[config.mk]
export PLATFORM = sky130hd
export DESIGN_NAME = td4_run_ctrl
export DESIGN_NICKNAME = d
export VERILOG_FILES = /design/src/rtl/td4_pkg.sv /design/src/rtl/td4_run_ctrl.sv
export SDC_FILE = /design/constraint.sdc
export NUM_CORES = 1
export LEC_CHECK = 0
export ABC_AREA = 0
export CORE_MARGIN = 2
export CORE_UTILIZATION = 40
export CTS_CLUSTER_DIAMETER = 150
export DETAILED_ROUTE_END_ITERATION = 10
export PLACE_DENSITY = 0.73
export SLEW_MARGIN = 40
export SYNTH_ARGS = -nofsm -noshare
export SYNTH_HDL_FRONTEND = slang
export SYNTH_SLANG_ARGS = --single-unit
[constraint.sdc]
create_clock -name CLK -period 3 [get_ports CLK]
set_input_delay 0.9 -clock CLK [delete_from_list [all_inputs] [get_ports CLK]]
set_output_delay 0.9 -clock CLK [all_outputs]
set_load 0.01 [all_outputs]
[src/rtl/td4_pkg.sv]
// ----------------------------------------------------------------------------
// td4_pkg
// Shared definitions for the TD4 core support logic.
//   - run_state_e : run-controller state encoding (IDLE/LOAD/RUN/HALT), which
//                   is also the value presented on the controller's state port
//   - TD4_ADDR_W  : default program-memory address width (16 words)
//   - TD4_DATA_W  : default instruction width
//   - TD4_CNT_W   : default cycle counter / budget width
// ----------------------------------------------------------------------------
package td4_pkg;

    localparam int TD4_ADDR_W = 4;
    localparam int TD4_DATA_W = 8;
    localparam int TD4_CNT_W  = 16;

    typedef enum logic [1:0] {
        ST_IDLE = 2'd0,
        ST_LOAD = 2'd1,
        ST_RUN  = 2'd2,
        ST_HALT = 2'd3
    } run_state_e;

endpackage

[src/rtl/td4_run_ctrl.sv]
// ----------------------------------------------------------------------------
// td4_run_ctrl
// Run controller for the TD4 core and its writable program memory. It loads a
// program image over a valid/ready byte stream while holding the CPU in
// reset, then sequences execution with run / halt / single-step commands and
// an optional cycle budget. It owns the CPU clock enable and reset and
// multiplexes the program-memory port between the loader and CPU fetch.
//
// Ports
//   CLK, CLR             clock; synchronous active-high reset
//   cmd_load/run/halt/step  commands, priority load > halt > run > step
//   run_budget           cycle limit latched on entry to RUN (0 = unlimited)
//   ld_valid, ld_data    loader byte stream in; ld_ready out
//   cpu_rst, cpu_ce      CPU reset and clock enable (from registered state only)
//   cpu_a, cpu_d         CPU fetch address in, instruction out
//   mem_a/wd/we, mem_rd  program-memory port (combinational read data)
//   state                current state (IDLE=0, LOAD=1, RUN=2, HALT=3)
//   cycle_cnt            executed-instruction count, saturating
//   done                 one-cycle pulse when the budget stops a run
// ----------------------------------------------------------------------------
module td4_run_ctrl
    import td4_pkg::*;
#(
    parameter int ADDR_W = TD4_ADDR_W,
    parameter int DATA_W = TD4_DATA_W,
    parameter int CNT_W  = TD4_CNT_W
) (
    input  logic              CLK,
    input  logic              CLR,
    input  logic              cmd_load,
    input  logic              cmd_run,
    input  logic              cmd_halt,
    input  logic              cmd_step,
    input  logic [CNT_W-1:0]  run_budget,
    input  logic              ld_valid,
    input  logic [DATA_W-1:0] ld_data,
    output logic              ld_ready,
    output logic              cpu_rst,
    output logic              cpu_ce,
    input  logic [ADDR_W-1:0] cpu_a,
    output logic [DATA_W-1:0] cpu_d,
    output logic [ADDR_W-1:0] mem_a,
    output logic [DATA_W-1:0] mem_wd,
    output logic              mem_we,
    input  logic [DATA_W-1:0] mem_rd,
    output logic [1:0]        state,
    output logic [CNT_W-1:0]  cycle_cnt,
    output logic              done
);

    run_state_e        st_q, st_d;
    logic [ADDR_W-1:0] la_q, la_d;        // load address
    logic [CNT_W-1:0]  cnt_q, cnt_d;
    logic [CNT_W-1:0]  budget_q, budget_d;
    logic              step_q, step_d;    // high for the one single-step cycle
    logic              done_q, done_d;

    logic [CNT_W-1:0]  cnt_inc;
    logic              budget_hit;
    logic              xfer;

    // Saturating increment shared by free-running RUN cycles and single steps.
    assign cnt_inc    = (cnt_q == '1) ? cnt_q : cnt_q + CNT_W'(1);
    assign budget_hit = (budget_q != '0) && (cnt_inc >= budget_q);
    assign xfer       = (st_q == ST_LOAD) && ld_valid;

    always_ff @(posedge CLK) begin
        // NOTE: state registers use non-blocking assignments so every
        // register samples the pre-edge values regardless of statement order.
        if (CLR) begin
            st_q     <= ST_IDLE;
            la_q     <= '0;
            cnt_q    <= '0;
            budget_q <= '0;
            step_q   <= 1'b0;
            done_q   <= 1'b0;
        end else begin
            st_q     <= st_d;
            la_q     <= la_d;
            cnt_q    <= cnt_d;
            budget_q <= budget_d;
            step_q   <= step_d;
            done_q   <= done_d;
        end
    end

    always_comb begin
        // NOTE: every value gets a default before the case so that no path
        // leaves a variable unassigned, which would infer a latch.
        st_d     = st_q;
        la_d     = la_q;
        cnt_d    = cnt_q;
        budget_d = budget_q;
        step_d   = 1'b0;
        done_d   = 1'b0;

        unique case (st_q)
            ST_IDLE: begin
                if (cmd_load) begin
                    st_d = ST_LOAD;
                    la_d = '0;
                end else if (cmd_run) begin
                    st_d     = ST_RUN;
                    cnt_d    = '0;
                    budget_d = run_budget;
                end
            end

            // Commands are deliberately ignored here; only CLR aborts a load.
            ST_LOAD: begin
                if (xfer) begin
                    la_d = la_q + ADDR_W'(1);
                    if (la_q == '1) st_d = ST_IDLE;
                end
            end

            // Every RUN cycle executes one instruction, including the cycle in
            // which a halt is sampled.
            ST_RUN: begin
                cnt_d = cnt_inc;
                if (cmd_load) begin
                    st_d = ST_LOAD;
                    la_d = '0;
                end else if (cmd_halt || budget_hit) begin
                    st_d   = ST_HALT;
                    done_d = budget_hit;
                end
            end

            // A step cycle (step_q) counts its instruction when it ends. The
            // step flag blocks re-triggering, so a held cmd_step steps every
            // second cycle. cmd_halt is meaningless here and does not block it.
            ST_HALT: begin
                if (step_q) cnt_d = cnt_inc;
                if (cmd_load) begin
                    st_d = ST_LOAD;
                    la_d = '0;
                end else if (cmd_run) begin
                    st_d     = ST_RUN;
                    budget_d = run_budget;
                end else if (cmd_step && !step_q) begin
                    step_d = 1'b1;
                end
            end

            default: st_d = ST_IDLE;
        endcase
    end

    // Outputs decode from registered state only, never from the cmd_* inputs.
    assign state     = st_q;
    assign ld_ready  = (st_q == ST_LOAD);
    assign cpu_rst   = (st_q == ST_IDLE) || (st_q == ST_LOAD);
    assign cpu_ce    = (st_q == ST_RUN) || step_q;
    assign cycle_cnt = cnt_q;
    assign done      = done_q;

    // Memory port: the loader owns it in LOAD, CPU fetch otherwise.
    assign mem_we = xfer;
    assign mem_wd = ld_data;
    assign mem_a  = (st_q == ST_LOAD) ? la_q : cpu_a;
    assign cpu_d  = (st_q == ST_LOAD) ? '0 : mem_rd;

endmodule

==> impl_metrics.json, run 1 <==
{
  "outcome": "completed",
  "p_switching_w": 0.0007183,
  "seqPwrFrac_pct": 32.2,
  "crit_start": "mem_rd[3]",
  "slew_headroom_pct": 63.30,
  "htreeDepth": 2,
  "async_reset_ff_share_pct": 0,
  "instances_no_fill": 515,
  "worstPathMaxFanout": 1,
  "core.rowCount": 29,
  "start_util_pct": 41.83,
  "portBuffers": 69,
  "via_per_inst": 5.206,
  "critical_path_class": "input port to primary output",
  "pwr-share-comb_pct": 48.6,
  "diodes": 0,
  "clock_skew_ns": 0.009217,
  "r2r_start": "cycle_cnt[1]",
  "pwr-share-clk_pct": 19.2,
  "root_buffer": "clkbuf_8",
  "max_slew.worst_pin.slew_ns": 0.5485,
  "gp_congestion": 0.8972,
  "first_pass_iters": 4,
  "die_x_um": 85.95,
  "clock_latency_ns": 0.30,
  "crit_slowest_cell": "clkdlybuf4s50_1",
  "fin_setup_tns_ns": 0,
  "grt_max_degree": 25,
  "coreArea_um2": 6422,
  "worstReg2RegEnd": "state[0]",
  "dieArea_um2": 7387,
  "final_nets": 502,
  "grt_pass1_vias": 2450,
  "grt_pass1_wl_um": 11220,
  "hp-start": "budget_q[6]",
  "post-route-util_pct": 59.54,
  "finalPower_w": 0.001933,
  "rr_worst_depth": 14,
  "tritoncts.num_buffers": 5,
  "pwr_density_cell_nw_per_um2": 505.6,
  "hold_path.class": "register to register",
  "fmax_mhz": 339.6,
  "syn_avg_cell_area_um2": 7.697,
  "dp_hpwl_um": 5568,
  "min_to": "budget_q[6]",
  "ys.flop_type": "dfxtp_1",
  "drtAntennaViolNets": 0,
  "wl_per_cell_um": 13.92,
  "r2r_slack_ns": 0.17,
  "drt_iter0_markers": 140,
  "cts_tree": "done",
  "multi_input_area_um2": 1792,
  "synth_cell_type_count": 53,
  "slowest_delay_ns": 0.55,
  "drc_errors": 0,
  "setup_viol": 0,
  "synthCells": 349,
  "cp_common_cell": "clkdlybuf4s50_1",
  "arrival_ns": 2.04,
  "clockBufferDepth": 2,
  "layout-drive-gt1-share_pct": 17.12,
  "n_fill_cell": 587,
  "period_needed_ns": 2.945,
  "final_common_cell": "clkdlybuf4s50_1",
  "netlist_area_um2": 2686,
  "syn_to_final_growth_pct": 42.34,
  "synth_edf_count": 0,
  "rsz0062_at_grt": "no",
  "synth_nets": 414,
  "period_share_pct": 98.17,
  "yosysWarnings": 0,
  "p_sw_share_pct": 37.16,
  "grt-ovfl-total": 0,
  "cts_hold_buf": 0,
  "whs_path_depth": 2,
  "clkSinkCount": 40,
  "p_leak_nw": 1.518,
  "die_h_um": 85.95,
  "ir_drop_mv": 0.2599,
  "finalWirelength_um": 7169,
  "top_level_ports": 86,
  "route.vias.total": 2681,
  "maxCapViolations": 0,
  "required_ns": 2.10,
  "cp-end-kind": "primary output",
  "dp_cells": 504,
  "final_cell_mix": "clkdlybuf4s50_1 (68), nand2_1 (48), dfxtp_1 (37)",
  "grt_usage_pct": 18.70,
  "ys_ff_latch": 40,
  "path_cells": "clkdlybuf4s50_1, nor2b_1, clkdlybuf4s50_1",
  "cp-start-kind": "input port",
  "ys_seq_area_share_pct": 29.81,
  "clk_pin_slew_ns": 0.09,
  "final-hold-violation-count": 0,
  "p_int_w": 0.001215,
  "regArea_um2": 804.5,
  "slew_violations": 0,
  "antenna_found_initial": 0
}
==> final cells by class <==
type | count | share of cell area [%]
Multi-Input combinational cell | 264 | 46.86
Timing Repair Buffer | 105 | 25.10
Sequential cell | 40 | 21.04
Tap cell | 77 | 2.520
Inverter | 21 | 2.062
Clock buffer | 5 | 1.800
Clock inverter | 3 | 0.6217
==> power groups by stage <==
stage          clock network (W)  registers [W]  logic (W)
6_report                0.000371       0.000623   0.000939
5_1_grt                 0.000398       0.000630    0.00102
4_1_cts                 0.000377       0.000620   0.000909
3_5_place_dp                   0       0.000632   0.000901
3_3_place_gp                   0       0.000628   0.000883
2_1_floorplan                  0       0.000628   0.000533
==> cells by family after synthesis <==
group           Yosys count  synth area share [%]
compound gates           72                 16.26
xor+xnor                 18                 5.869
fa+ha+maj                22                 10.25
buf+inv                  45                 8.011
flops                    40                 29.81
mux                       6                 2.422
simple gates            146                 27.39
==> Yosys cell counts, drive strengths merged, types with 5 or more instances <==
cell type / number / area share [%]
nor2: 28 / 3.9
xnor2: 9 / 2.9
nand4: 9 / 2.1
clkbuf: 8 / 1.1
nor3: 5 / 0.93
o21ai: 17 / 3.2
nand2b: 5 / 1.4
nor4: 8 / 2.1
inv: 21 / 2.9
dfxtp: 40 / 30
a21oi: 34 / 6.3
nand2: 49 / 6.9
buf: 16 / 4.0
ha: 22 / 10
xor2: 9 / 2.9
nand3: 13 / 2.6
nor2b: 10 / 2.3
==> stage by stage <==
step	worst slack (ns)	instance area, um2	hold slack (ns)
3_5_place_dp	-0.003382	3586	0.4666
2_1_floorplan	0.009042	2688	0.4490
4_1_cts	0.02852	3691	0.4786
6_report	0.05500	3824	0.4753
3_3_place_gp	0.04413	3586	0.4605
5_1_grt	0.007804	3824	0.5017
==> critical path, delay by kind of cell <==
kind	cells	cell delay, ns
and+or+nand+nor	1	0.14
buffers and inverters	2	1.00
==> layer usage <==
| metal | track usage, % | share of wire, % | vias up |
|---|---|---|---|
| li1 | - | - | 1376 |
| met1 | 24.99 | 47 | 1226 |
| met2 | 31.43 | 47 | 72 |
| met3 | 3.080 | 4.7 | 7 |
| met4 | 4.473 | 0.96 | 0 |
| met5 | 0 | 0 | - |
==> worst max-delay path by stage <==
stage | cells after the start | to | slack [ns]
final | 3 | cpu_d[3] | 0.06
after CTS | 13 | done | 0.03
after global placement | 3 | mem_we | 0.04
after floorplan | 14 | state[1] | 0.009
after global routing | 3 | cpu_d[2] | 0.008
after detailed placement | 13 | done | -0.003
==> flip-flops by register name (all words and copies together) (netlist names) <==
register / count
budget_q: 16
cycle_cnt: 16
state: 2
done: 1
step_q: 1
la_q: 4
==> timing repair <==
item	in CTS	in global routing
setup buffers	0	3
pin swaps	0	15
gates resized for setup	4	26
endpoints found under the setup margin	8	5
hold endpoints to repair	0	0
No activity file was read; power rests on OpenSTA's default activity.
==> inputs of run 2 (changes only) <==
Settings changed: CORE_UTILIZATION 40 to 30, CTS_CLUSTER_DIAMETER 150 to not set, PLACE_DENSITY 0.73 to 0.57.
==> impl_metrics.json, run 2 (synthesis gave the netlist of run 1 again) <==
{
  "cp-end-kind": "primary output",
  "clk_pin_slew_ns": 0.08,
  "coreArea_um2": 8721,
  "grt_pass1_wl_um": 12040,
  "period_needed_ns": 2.961,
  "slew_violations": 0,
  "htreeDepth": 2,
  "clkSinkCount": 40,
  "critical_path_class": "input port to primary output",
  "period_share_pct": 98.71,
  "dp_hpwl_um": 5907,
  "max_slew.worst_pin.slew_ns": 0.5344,
  "setup_viol": 0,
  "arrival_ns": 2.06,
  "ir_drop_mv": 0.2074,
  "via_per_inst": 4.874,
  "p_leak_nw": 1.537,
  "hp-start": "budget_q[5]",
  "die_x_um": 98.63,
  "dieArea_um2": 9727,
  "drc_errors": 0,
  "required_ns": 2.10,
  "final_cell_mix": "clkdlybuf4s50_1 (69), nand2_1 (48), buf_4 (38)",
  "instances_no_fill": 548,
  "core.rowCount": 34,
  "portBuffers": 69,
  "pwr-share-comb_pct": 46.1,
  "finalWirelength_um": 7536,
  "antenna_found_initial": 0,
  "root_buffer": "clkbuf_8",
  "grt-ovfl-total": 0,
  "final_common_cell": "clkdlybuf4s50_1",
  "tritoncts.num_buffers": 5,
  "crit_start": "ld_valid",
  "first_pass_iters": 4,
  "worstPathMaxFanout": 2,
  "cp-start-kind": "input port",
  "clockBufferDepth": 2,
  "r2r_start": "cycle_cnt[1]",
  "p_int_w": 0.001320,
  "cts_hold_buf": 0,
  "maxCapViolations": 0,
  "diodes": 0,
  "final-hold-violation-count": 0,
  "fmax_mhz": 337.7,
  "clock_skew_ns": 0.005737,
  "fin_hold_ws_ns": 0.4768,
  "outcome": "completed",
  "drt_iter0_markers": 51,
  "dpl_cell_area_um2": 3640,
  "layout-drive-gt1-share_pct": 18.41,
  "dp_cells": 537,
  "grt_max_degree": 27,
  "route.vias.total": 2671,
  "drtAntennaViolNets": 0,
  "start_util_pct": 30.80,
  "fin_setup_tns_ns": 0,
  "grt_pass1_vias": 2504,
  "clock_latency_ns": 0.29,
  "finalPower_w": 0.002025,
  "hold_path.class": "register to register",
  "seqPwrFrac_pct": 30.6,
  "p_sw_share_pct": 34.79,
  "grt_usage_pct": 15.07,
  "gp_congestion": 0.8949,
  "pwr-share-clk_pct": 23.2,
  "syn_to_final_growth_pct": 46.30,
  "p_switching_w": 0.0007044,
  "top_level_ports": 86,
  "pwr_density_cell_nw_per_um2": 515.2,
  "cts_tree": "done",
  "slew_headroom_pct": 64.38,
  "wl_per_cell_um": 13.75,
  "final_nets": 504,
  "stdcell_area_um2": 3930,
  "die_h_um": 98.63
}
-- run 2: cell type report --
class                      count  area [um2]
inverter                      21       78.83
clock inverter                 2       38.79
sequential                    40       807.0
timing repair buffer         107       975.9
fill                         873        4791
clock buffer                   6       82.58
tap                          108       135.1
multi-input combinational    264        1812
-- run 2: final timing paths --
| check | end | slack (ns) | cells past startpoint |
|---|---|---|---|
| worst min-delay path | budget_q[5] | 0.48 | 2 |
| worst min register to register | budget_q[5] | 0.48 | 2 |
| worst max register to register | state[0] | 0.13 | 13 |
| worst max-delay path | mem_we | 0.04 | 3 |
-- run 2: per-stage QoR --
| step | utilization, % | setup WS (ns) |
|---|---|---|
| floorplan | - | 0.009042 |
| global placement | 41.74 | 0.03632 |
| detailed placement | 41.74 | -0.03714 |
| CTS | 43.29 | 0.02521 |
| global route | 45.06 | -0.04761 |
| finish | 45.06 | 0.03879 |
-- run 2: power groups by stage --
stage | logic, W | registers, W | clock network [W]
2_1_floorplan | 0.000533 | 0.000628 | 0
3_3_place_gp | 0.000904 | 0.000629 | 0
3_5_place_dp | 0.000916 | 0.000632 | 0
4_1_cts | 0.000928 | 0.000620 | 0.000481
5_1_grt | 0.00102 | 0.000629 | 0.000510
6_report | 0.000934 | 0.000620 | 0.000470
-- run 2: layer usage --
metal	vias up	wire length (um)	global-route usage [%]
met5	-	0	0
met4	0	93	4.110
met3	10	357	2.482
met2	67	3498	23.81
met1	1215	3586	21.32
li1	1379	-	-
-- run 2: worst max-delay path, stage by stage --
cell	delay (ns)
clkdlybuf4s50_1	0.47
and2_1	0.15
clkdlybuf4s50_1	0.54
-- run 2: repair_timing --
action                                 in CTS  in global routing
setup buffers                               0                  3
endpoints found under the hold margin       0                  0
pin swaps                                   0                 12
resized for setup                           4                 28
setup endpoints to repair                   7                  3
==> inputs of run 3 (changes only) <==
Settings changed: MAX_ROUTING_LAYER set to met4.
==> impl_metrics.json, run 3 (synthesis gave the netlist of run 1 again) <==
{
  "outcome": "completed",
  "arrival_ns": 2.06,
  "finalWirelength_um": 7514,
  "ir_drop_mv": 0.2074,
  "drc_errors": 0,
  "portBuffers": 69,
  "clkSinkCount": 40,
  "slowest_delay_ns": 0.54,
  "final_cell_mix": "clkdlybuf4s50_1 (69), nand2_1 (48), buf_4 (38)",
  "finalPower_w": 0.002026,
  "syn_to_final_growth_pct": 46.30,
  "layout-drive-gt1-share_pct": 18.41,
  "clock_latency_ns": 0.29,
  "worstPathMaxFanout": 2,
  "cts_tree": "done",
  "cp_common_cell": "clkdlybuf4s50_1",
  "dp_hpwl_um": 5907,
  "grt-ovfl-total": 0,
  "dp_cells": 537,
  "gp_congestion": 0.9101,
  "coreArea_um2": 8721,
  "instances_no_fill": 548,
  "cp-end-kind": "primary output",
  "die_h_um": 98.63,
  "tritoncts.num_buffers": 5,
  "r2r_start": "cycle_cnt[0]",
  "clockBufferDepth": 2,
  "drtAntennaViolNets": 0,
  "core.rowCount": 34,
  "required_ns": 2.10,
  "setup_viol": 0,
  "critical_path_class": "input port to primary output",
  "final_nets": 504,
  "start_util_pct": 30.80,
  "max_slew.worst_pin.slew_ns": 0.5369,
  "pwr_density_cell_nw_per_um2": 515.4,
  "fmax_mhz": 337.7,
  "grt_pass1_vias": 2504,
  "root_buffer": "clkbuf_8",
  "path_cells": "clkdlybuf4s50_1, and2_1, clkdlybuf4s50_1",
  "grt_pass1_wl_um": 12040,
  "clk_pin_slew_ns": 0.08,
  "hp-start": "budget_q[5]",
  "post-route-util_pct": 45.06,
  "clock_skew_ns": 0.005628,
  "fin_setup_tns_ns": 0,
  "htreeDepth": 2,
  "drt_iter0_markers": 52,
  "antenna_found_initial": 0,
  "maxCapViolations": 0,
  "hold_path.class": "register to register",
  "crit_start": "ld_valid",
  "grt_usage_pct": 15.52,
  "crit_slowest_cell": "clkdlybuf4s50_1",
  "cts_hold_buf": 0,
  "first_pass_iters": 4,
  "final_common_cell": "clkdlybuf4s50_1",
  "period_share_pct": 98.71,
  "dieArea_um2": 9727,
  "slew_violations": 0,
  "via_per_inst": 4.856,
  "route.vias.total": 2661,
  "cp-start-kind": "input port",
  "slew_headroom_pct": 64.21,
  "grt_max_degree": 27,
  "top_level_ports": 86,
  "diodes": 0,
  "period_needed_ns": 2.961,
  "p_leak_nw": 1.537,
  "wl_per_cell_um": 13.71,
  "final-hold-violation-count": 0,
  "die_x_um": 98.63
}
run 3: cell type report:
type	instances	area [um2]
Inverter	21	78.83
Fill cell	873	4791
Tap cell	108	135.1
Multi-Input combinational cell	264	1812
Clock buffer	6	82.58
Sequential cell	40	807.0
Clock inverter	2	38.79
Timing Repair Buffer	107	975.9
run 3: repair_timing:
action | 4_1_cts | 5_1_grt
resized for setup | 4 | 28
setup endpoints to repair | 7 | 3
buffers inserted | 0 | 3
pin swaps | 0 | 12
run 3: power breakdown:
part,switching [W],total [W],internal [W]
clock network,0.000199,0.000471,0.000272
logic,0.000462,0.000935,0.000472
registers,0.0000443,0.000620,0.000576
run 3: critical path: cells and delay by family:
| family | cells | cell delay [ns] |
|---|---|---|
| AND/OR/NAND/NOR | 1 | 0.15 |
| buffers and inverters | 2 | 1.01 |
run 3: final timing paths:
kind,endpoint,slack (ns),depth (start not counted)
min reg2reg,budget_q[5],0.48,2
max,mem_we,0.04,3
max reg2reg,state[0],0.13,13
min,budget_q[5],0.48,2
run 3: routing by layer:
layer | up-vias | global-route usage [%] | wire [um]
met5 | - | - | 0
met4 | 0 | 4.110 | 80
met3 | 8 | 2.482 | 275
met2 | 52 | 23.81 | 3499
met1 | 1219 | 21.32 | 3658
li1 | 1382 | - | -
run 3: through the flow:
step                      setup WS (ns)  area, um2  hold slack [ns]
after floorplan                0.009042       2688           0.4490
after detailed placement       -0.03714       3640           0.4696
after global routing           -0.04761       3930           0.5054
after global placement          0.03632       3640           0.4608
after CTS                       0.02521       3775           0.4807
final                           0.03879       3930           0.4753
